## src/rtl/seq_twos_multiplier_pkg.sv

```systemverilog
// Shared definitions for the iterative shift-add multiplier: FSM encoding and
// the counter width helper.
package seq_twos_multiplier_pkg;

    typedef enum logic [1:0] {
        ST_IDLE = 2'd0,
        ST_CALC = 2'd1,
        ST_SIGN = 2'd2
    } mult_state_e;

    localparam int DEFAULT_WIDTH = 8;

    // Counter must be able to hold the value WIDTH itself.
    function automatic int cnt_width(input int width);
        return $clog2(width + 1);
    endfunction

    localparam int DEFAULT_CNT_W = cnt_width(DEFAULT_WIDTH);

endpackage

```

## src/rtl/seq_twos_multiplier_twos_comp_n.sv

```systemverilog
// Combinational two's complement negator of parametrised width N.
module twos_comp_n #(
    parameter int N = 8
) (
    input  logic [N-1:0] OPERAND,
    output logic [N-1:0] RESULT
);

    localparam logic [N-1:0] ONE = {{(N-1){1'b0}}, 1'b1};

    assign RESULT = ~OPERAND + ONE;

endmodule

```

## src/rtl/seq_twos_multiplier.sv

```systemverilog
// Iterative shift-add multiplier, signed/unsigned per operation, START/BUSY/DONE
// handshake. Define MULT_EARLY_EXIT_EN to finish as soon as the multiplier drains.
module seq_twos_multiplier
    import seq_twos_multiplier_pkg::*;
#(
    parameter int WIDTH = DEFAULT_WIDTH
) (
    input  logic                 CLK,
    input  logic                 RESET,
    input  logic                 START,
    input  logic                 SIGNED_MODE,
    input  logic [WIDTH-1:0]     OPERAND_A,
    input  logic [WIDTH-1:0]     OPERAND_B,
    output logic                 BUSY,
    output logic                 DONE,
    output logic [2*WIDTH-1:0]   RESULT
);

    localparam int CNT_W = cnt_width(WIDTH);
    localparam logic [CNT_W-1:0] CNT_LAST = CNT_W'(WIDTH);
    localparam logic [CNT_W-1:0] CNT_ONE  = CNT_W'(1);

    mult_state_e          state_q, state_d;
    logic [2*WIDTH-1:0]   mcand_q, mcand_d;
    logic [WIDTH-1:0]     mplier_q, mplier_d;
    logic [2*WIDTH-1:0]   acc_q, acc_d;
    logic [CNT_W-1:0]     cnt_q, cnt_d;
    logic                 sign_q, sign_d;
    logic [2*WIDTH-1:0]   result_q, result_d;
    logic                 done_q, done_d;

    logic signed [WIDTH-1:0] a_s, b_s;
    logic [WIDTH-1:0]     neg_a, neg_b, mag_a, mag_b;
    logic [2*WIDTH-1:0]   neg_acc;

    twos_comp_n #(.N(WIDTH)) u_neg_a (
        .OPERAND (OPERAND_A),
        .RESULT  (neg_a)
    );

    twos_comp_n #(.N(WIDTH)) u_neg_b (
        .OPERAND (OPERAND_B),
        .RESULT  (neg_b)
    );

    twos_comp_n #(.N(2*WIDTH)) u_neg_acc (
        .OPERAND (acc_q),
        .RESULT  (neg_acc)
    );

    // Negating the most-negative value wraps to 2^(WIDTH-1), which is exactly
    // the correct unsigned magnitude.
    assign a_s   = OPERAND_A;
    assign b_s   = OPERAND_B;
    assign mag_a = (SIGNED_MODE && (a_s < 0)) ? neg_a : OPERAND_A;
    assign mag_b = (SIGNED_MODE && (b_s < 0)) ? neg_b : OPERAND_B;

    always_comb begin
        state_d  = state_q;
        mcand_d  = mcand_q;
        mplier_d = mplier_q;
        acc_d    = acc_q;
        cnt_d    = cnt_q;
        sign_d   = sign_q;
        result_d = result_q;
        done_d   = 1'b0;

        case (state_q)
            ST_IDLE: begin
                if (START) begin
                    mcand_d  = {{WIDTH{1'b0}}, mag_a};
                    mplier_d = mag_b;
                    sign_d   = SIGNED_MODE & (OPERAND_A[WIDTH-1] ^ OPERAND_B[WIDTH-1]);
                    acc_d    = '0;
                    cnt_d    = '0;
                    state_d  = ST_CALC;
                end
            end
            ST_CALC: begin
                if (mplier_q[0]) begin
                    acc_d = acc_q + mcand_q;
                end
                mcand_d  = mcand_q << 1;
                mplier_d = mplier_q >> 1;
                cnt_d    = cnt_q + CNT_ONE;
                if (cnt_d == CNT_LAST) begin
                    state_d = ST_SIGN;
                end
`ifdef MULT_EARLY_EXIT_EN
                if (mplier_d == '0) begin
                    state_d = ST_SIGN;
                end
`endif
            end
            ST_SIGN: begin
                result_d = sign_q ? neg_acc : acc_q;
                done_d   = 1'b1;
                state_d  = ST_IDLE;
            end
            default: begin
                state_d = ST_IDLE;
            end
        endcase
    end

    always_ff @(posedge CLK) begin
        if (RESET) begin
            state_q  <= ST_IDLE;
            mcand_q  <= '0;
            mplier_q <= '0;
            acc_q    <= '0;
            cnt_q    <= '0;
            sign_q   <= 1'b0;
            result_q <= '0;
            done_q   <= 1'b0;
        end else begin
            state_q  <= state_d;
            mcand_q  <= mcand_d;
            mplier_q <= mplier_d;
            acc_q    <= acc_d;
            cnt_q    <= cnt_d;
            sign_q   <= sign_d;
            result_q <= result_d;
            done_q   <= done_d;
        end
    end

    assign BUSY   = (state_q != ST_IDLE);
    assign DONE   = done_q;
    assign RESULT = result_q;

endmodule

```

## config.mk

```make
export PLATFORM = sky130hd
export DESIGN_NAME = seq_twos_multiplier
export DESIGN_NICKNAME = d
export VERILOG_FILES = /design/src/rtl/seq_twos_multiplier_pkg.sv /design/src/rtl/seq_twos_multiplier_twos_comp_n.sv /design/src/rtl/seq_twos_multiplier.sv
export SDC_FILE = /design/constraint.sdc
export NUM_CORES = 1
export LEC_CHECK = 0
export ABC_AREA = 1
export BUFFER_PORTS_ARGS = -buffer_cell sky130_fd_sc_hd__buf_2
export CORE_MARGIN = 5
export CORE_UTILIZATION = 45
export CTS_CLUSTER_SIZE = 28
export DETAILED_ROUTE_END_ITERATION = 12
export PLACE_DENSITY = 0.66
export SYNTH_ARGS = -nofsm -noshare
export SYNTH_HDL_FRONTEND = slang
export SYNTH_SLANG_ARGS = --single-unit
export TNS_END_PERCENT = 5
```

## constraint.sdc

```tcl
create_clock -name CLK -period 1.5 [get_ports CLK]
set_input_delay 0.3 -clock CLK [delete_from_list [all_inputs] [get_ports CLK]]
set_output_delay 0.3 -clock CLK [all_outputs]
set_load 0.03 [all_outputs]
```

==> out/qor.yml <==
sta:
  period_needed_ns: 1.59
  post-route-worst-setup-slack_ns: -0.0910
  hold_viol_final: 0
  setup_violations: 9
  relSlewSlack_pct: 72.2
  slew_violations: 0
  finClkSkew_ns: 0.00776
  worstMarginPinSlew_ns: 0.416
  period_share_pct: 106
  fmax_ghz: 0.629
  rsz0062_at_grt: "yes"
clock_network:
  cts_sinks: 64
  cts_htree_levels: 3
  root_buffer: "clkbuf_8"
  clkLatencyLatePin_ns: 0.36
  tritoncts: "yes"
  clock_path_buffers: 2
  clk_pin_slew_worst_paths_ns: 0.08
  numCtsBuffers: 9
synth:
  synth_compound_area_share_pct: 15.3
  synth_mux_area_share_pct: 0
  async_flop_share_pct: 0
  syn-num-nets: 654
  synth_simple_gate_area_share_pct: 32.8
  synth_flop_cell: "dfxtp_1"
  synth-xor-area-share_pct: 1.97
  synth_area_leaders: "dfxtp_1, nand2_1, nand3_1, inv_1, ha_1"
  yosysWarnings: 0
  synth_top_cell_area_share_pct: 32.0
  syn_inst: 614
  yosysTopAreaCell: "dfxtp_1"
  synthAdderAreaFrac_pct: 6.44
  synth_top_family_by_area: "simple AND/OR/NAND/NOR gates"
  ys_ff_latch: 64
  synth_area_um2: 4000
  synth_edf_count: 0
  postSynthAreaPerCell_um2: 6.51
  ys_types: 46
  yosysSeqAreaShare_pct: 32.0
routing:
  vias: 4204
  vias_per_cell: 5.13
  dr.first_iter.drc_count: 226
  avgRoutedWirePerCell_um: 13.5
  drt_first_pass_iters: 4
  routed_wl_mm: 11.1
  ant_nets: 0
  drcViolationCount: 0
place:
  dpl-instance-area_um2: 4730
  place_congestion: 0.881
  hpwl_mm: 7.89
  dp_slack_ns: -0.151
  port_buffers: 37
critical_path:
  cp.required_ns: 1.76
  cp-start-kind: "flip-flop"
  crit_arrival_ns: 1.85
  critPathMaxFanout: 4
  critPathKind: "flip-flop to flip-flop"
  end_kind: "flip-flop"
global_routing:
  grt_use_total_pct: 19.9
  grt_pass1_wl_mm: 18.1
  overflow: 0
  grt_start_max_net_pins: 39
  grt_pass1_vias: 4085
  antenna_found_initial: 0
power:
  p_sw_mw: 1.18
  clkPwrFrac_pct: 44.5
  p_comb_share_pct: 13.9
  powerDensity_nw_per_um2: 808
  p_int_mw: 3.13
  power.leakage_nw: 2.56
  seq_power_share_pct: 41.6
  swShare_pct: 27.4
  peakVddDrop_mv: 0.591
floorplan:
  io_pins: 38
  die_w_um: 104
  num_rows: 34
  core-area_um2: 8680
  start_util_pct: 46.1
  dieArea_um2: 10900
  dieHeight_um: 104
run_status:
  status: "finished with violations"
  violations: "negative setup slack"
job:
  drv_cap: 0
cells_and_area:
  final_cell_mix: "nand2_1, inv_1, buf_4"
  fillCellCount: 834
  drive_above_1_share_pct: 29.3
  area_growth_pct: 33.4
  nets: 746
  postLayoutCellArea_um2: 5340
  final_common_cell: "nand2_1"
  num_antenna_cells: 0
worst_hold_path:
  min_path_type: "primary input to flip-flop"
## state kept, by name (all words and copies together), names as in the netlist
register / count
mplier_q: 8
state_q: 2
RESULT: 16
acc_q: 16
cnt_q: 4
sign_q: 1
mcand_q: 16
DONE: 1
## per-stage QoR
stage / hold slack, ns / utilization (%) / std cells / power (mW) / TNS [ns]
3_5_place_dp: 0.470 / 54.5 / 801 / 2.36 / -1.22
4_1_cts: 0.199 / 59.8 / 819 / 4.30 / -0.366
2_1_floorplan: 0.441 / - / 614 / 2.16 / 0
6_report: 0.206 / 61.5 / 819 / 4.31 / -0.445
5_1_grt: 0.209 / 61.5 / 819 / 4.47 / -1.87
3_3_place_gp: 0.457 / 54.5 / 801 / 2.35 / -0.652
## Yosys cell counts, drive strengths merged, types with 5 or more instances
| cell type | instances |
|---|---|
| a21oi | 43 |
| a22oi | 12 |
| a31oi | 9 |
| buf | 13 |
| clkbuf | 5 |
| dfxtp | 64 |
| ha | 19 |
| inv | 91 |
| nand2 | 167 |
| nand3 | 58 |
| nor2 | 61 |
| nor3 | 6 |
| o21ai | 31 |
| or2 | 6 |
| xor2 | 8 |
## what timing repair did
| action | in CTS | in global routing |
|---|---|---|
| setup buffers | 2 | 0 |
| pin swaps | 3 | 3 |
| hold buffers | 0 | 0 |
| setup endpoints to repair | 16 | 25 |
| resized for setup | 33 | 34 |
| hold endpoints to repair | 0 | 0 |
## worst paths after layout
check | start | cells after the start | end | slack [ns]
worst max-delay path | acc_q[0] | 11 | acc_q[12] | -0.09
worst min-delay path | OPERAND_A[0] | 3 | mcand_q[0] | 0.21
worst max register to register | acc_q[0] | 11 | acc_q[12] | -0.09
worst min register to register | mplier_q[2] | 2 | mplier_q[2] | 0.48
## power groups by stage
stage                     sequential [mW]  combinational [mW]  clock (mW)
after detailed placement             1.82               0.542           0
after global routing                 1.80               0.661        2.01
after CTS                            1.79               0.568        1.94
after global placement               1.82               0.529           0
final                                1.80               0.598        1.92
after floorplan                      1.81               0.344           0
## worst max-delay path, stage by stage, from the launching register on
cell and delay (ns):
dfxtp_4 0.38, ha_4 0.14, inv_2 0.04, fa_2 0.32, inv_2 0.09, nand3_2 0.08, nand3_4 0.11, nand3_4 0.09
nand3_2 0.08, nand2_2 0.05, nand3_2 0.07, a21oi_2 0.04
## per-layer routing
layer / share of wire (%) / vias to the layer above / track usage (%)
li1: - / 2173 / -
met3: 3.2 / 23 / 3.04
met1: 42 / 1932 / 22.7
met4: 2.5 / 0 / 9.62
met5: 0 / - / 0
met2: 52 / 76 / 35.7
## cell families after synthesis
group	after synthesis
AO/OA/AOI/OAI	106
XOR/XNOR	9
adder cells (fa/ha/maj)	20
buffers and inverters	110
flip-flops	64
AND/OR/NAND/NOR	305
## final cells by class
| cell class | count | area, um^2 | share of cell area (%) |
|---|---|---|---|
| flip-flops and latches | 64 | 1300 | 24.4 |
| well taps | 108 | 135 | 2.53 |
| clock inverters | 7 | 125 | 2.34 |
| inverters | 92 | 352 | 6.59 |
| clock buffers | 9 | 124 | 2.32 |
| repair buffers | 99 | 704 | 13.2 |
| multi-input cells | 440 | 2600 | 48.6 |
Note: power is estimated with default switching activity, not from simulation.
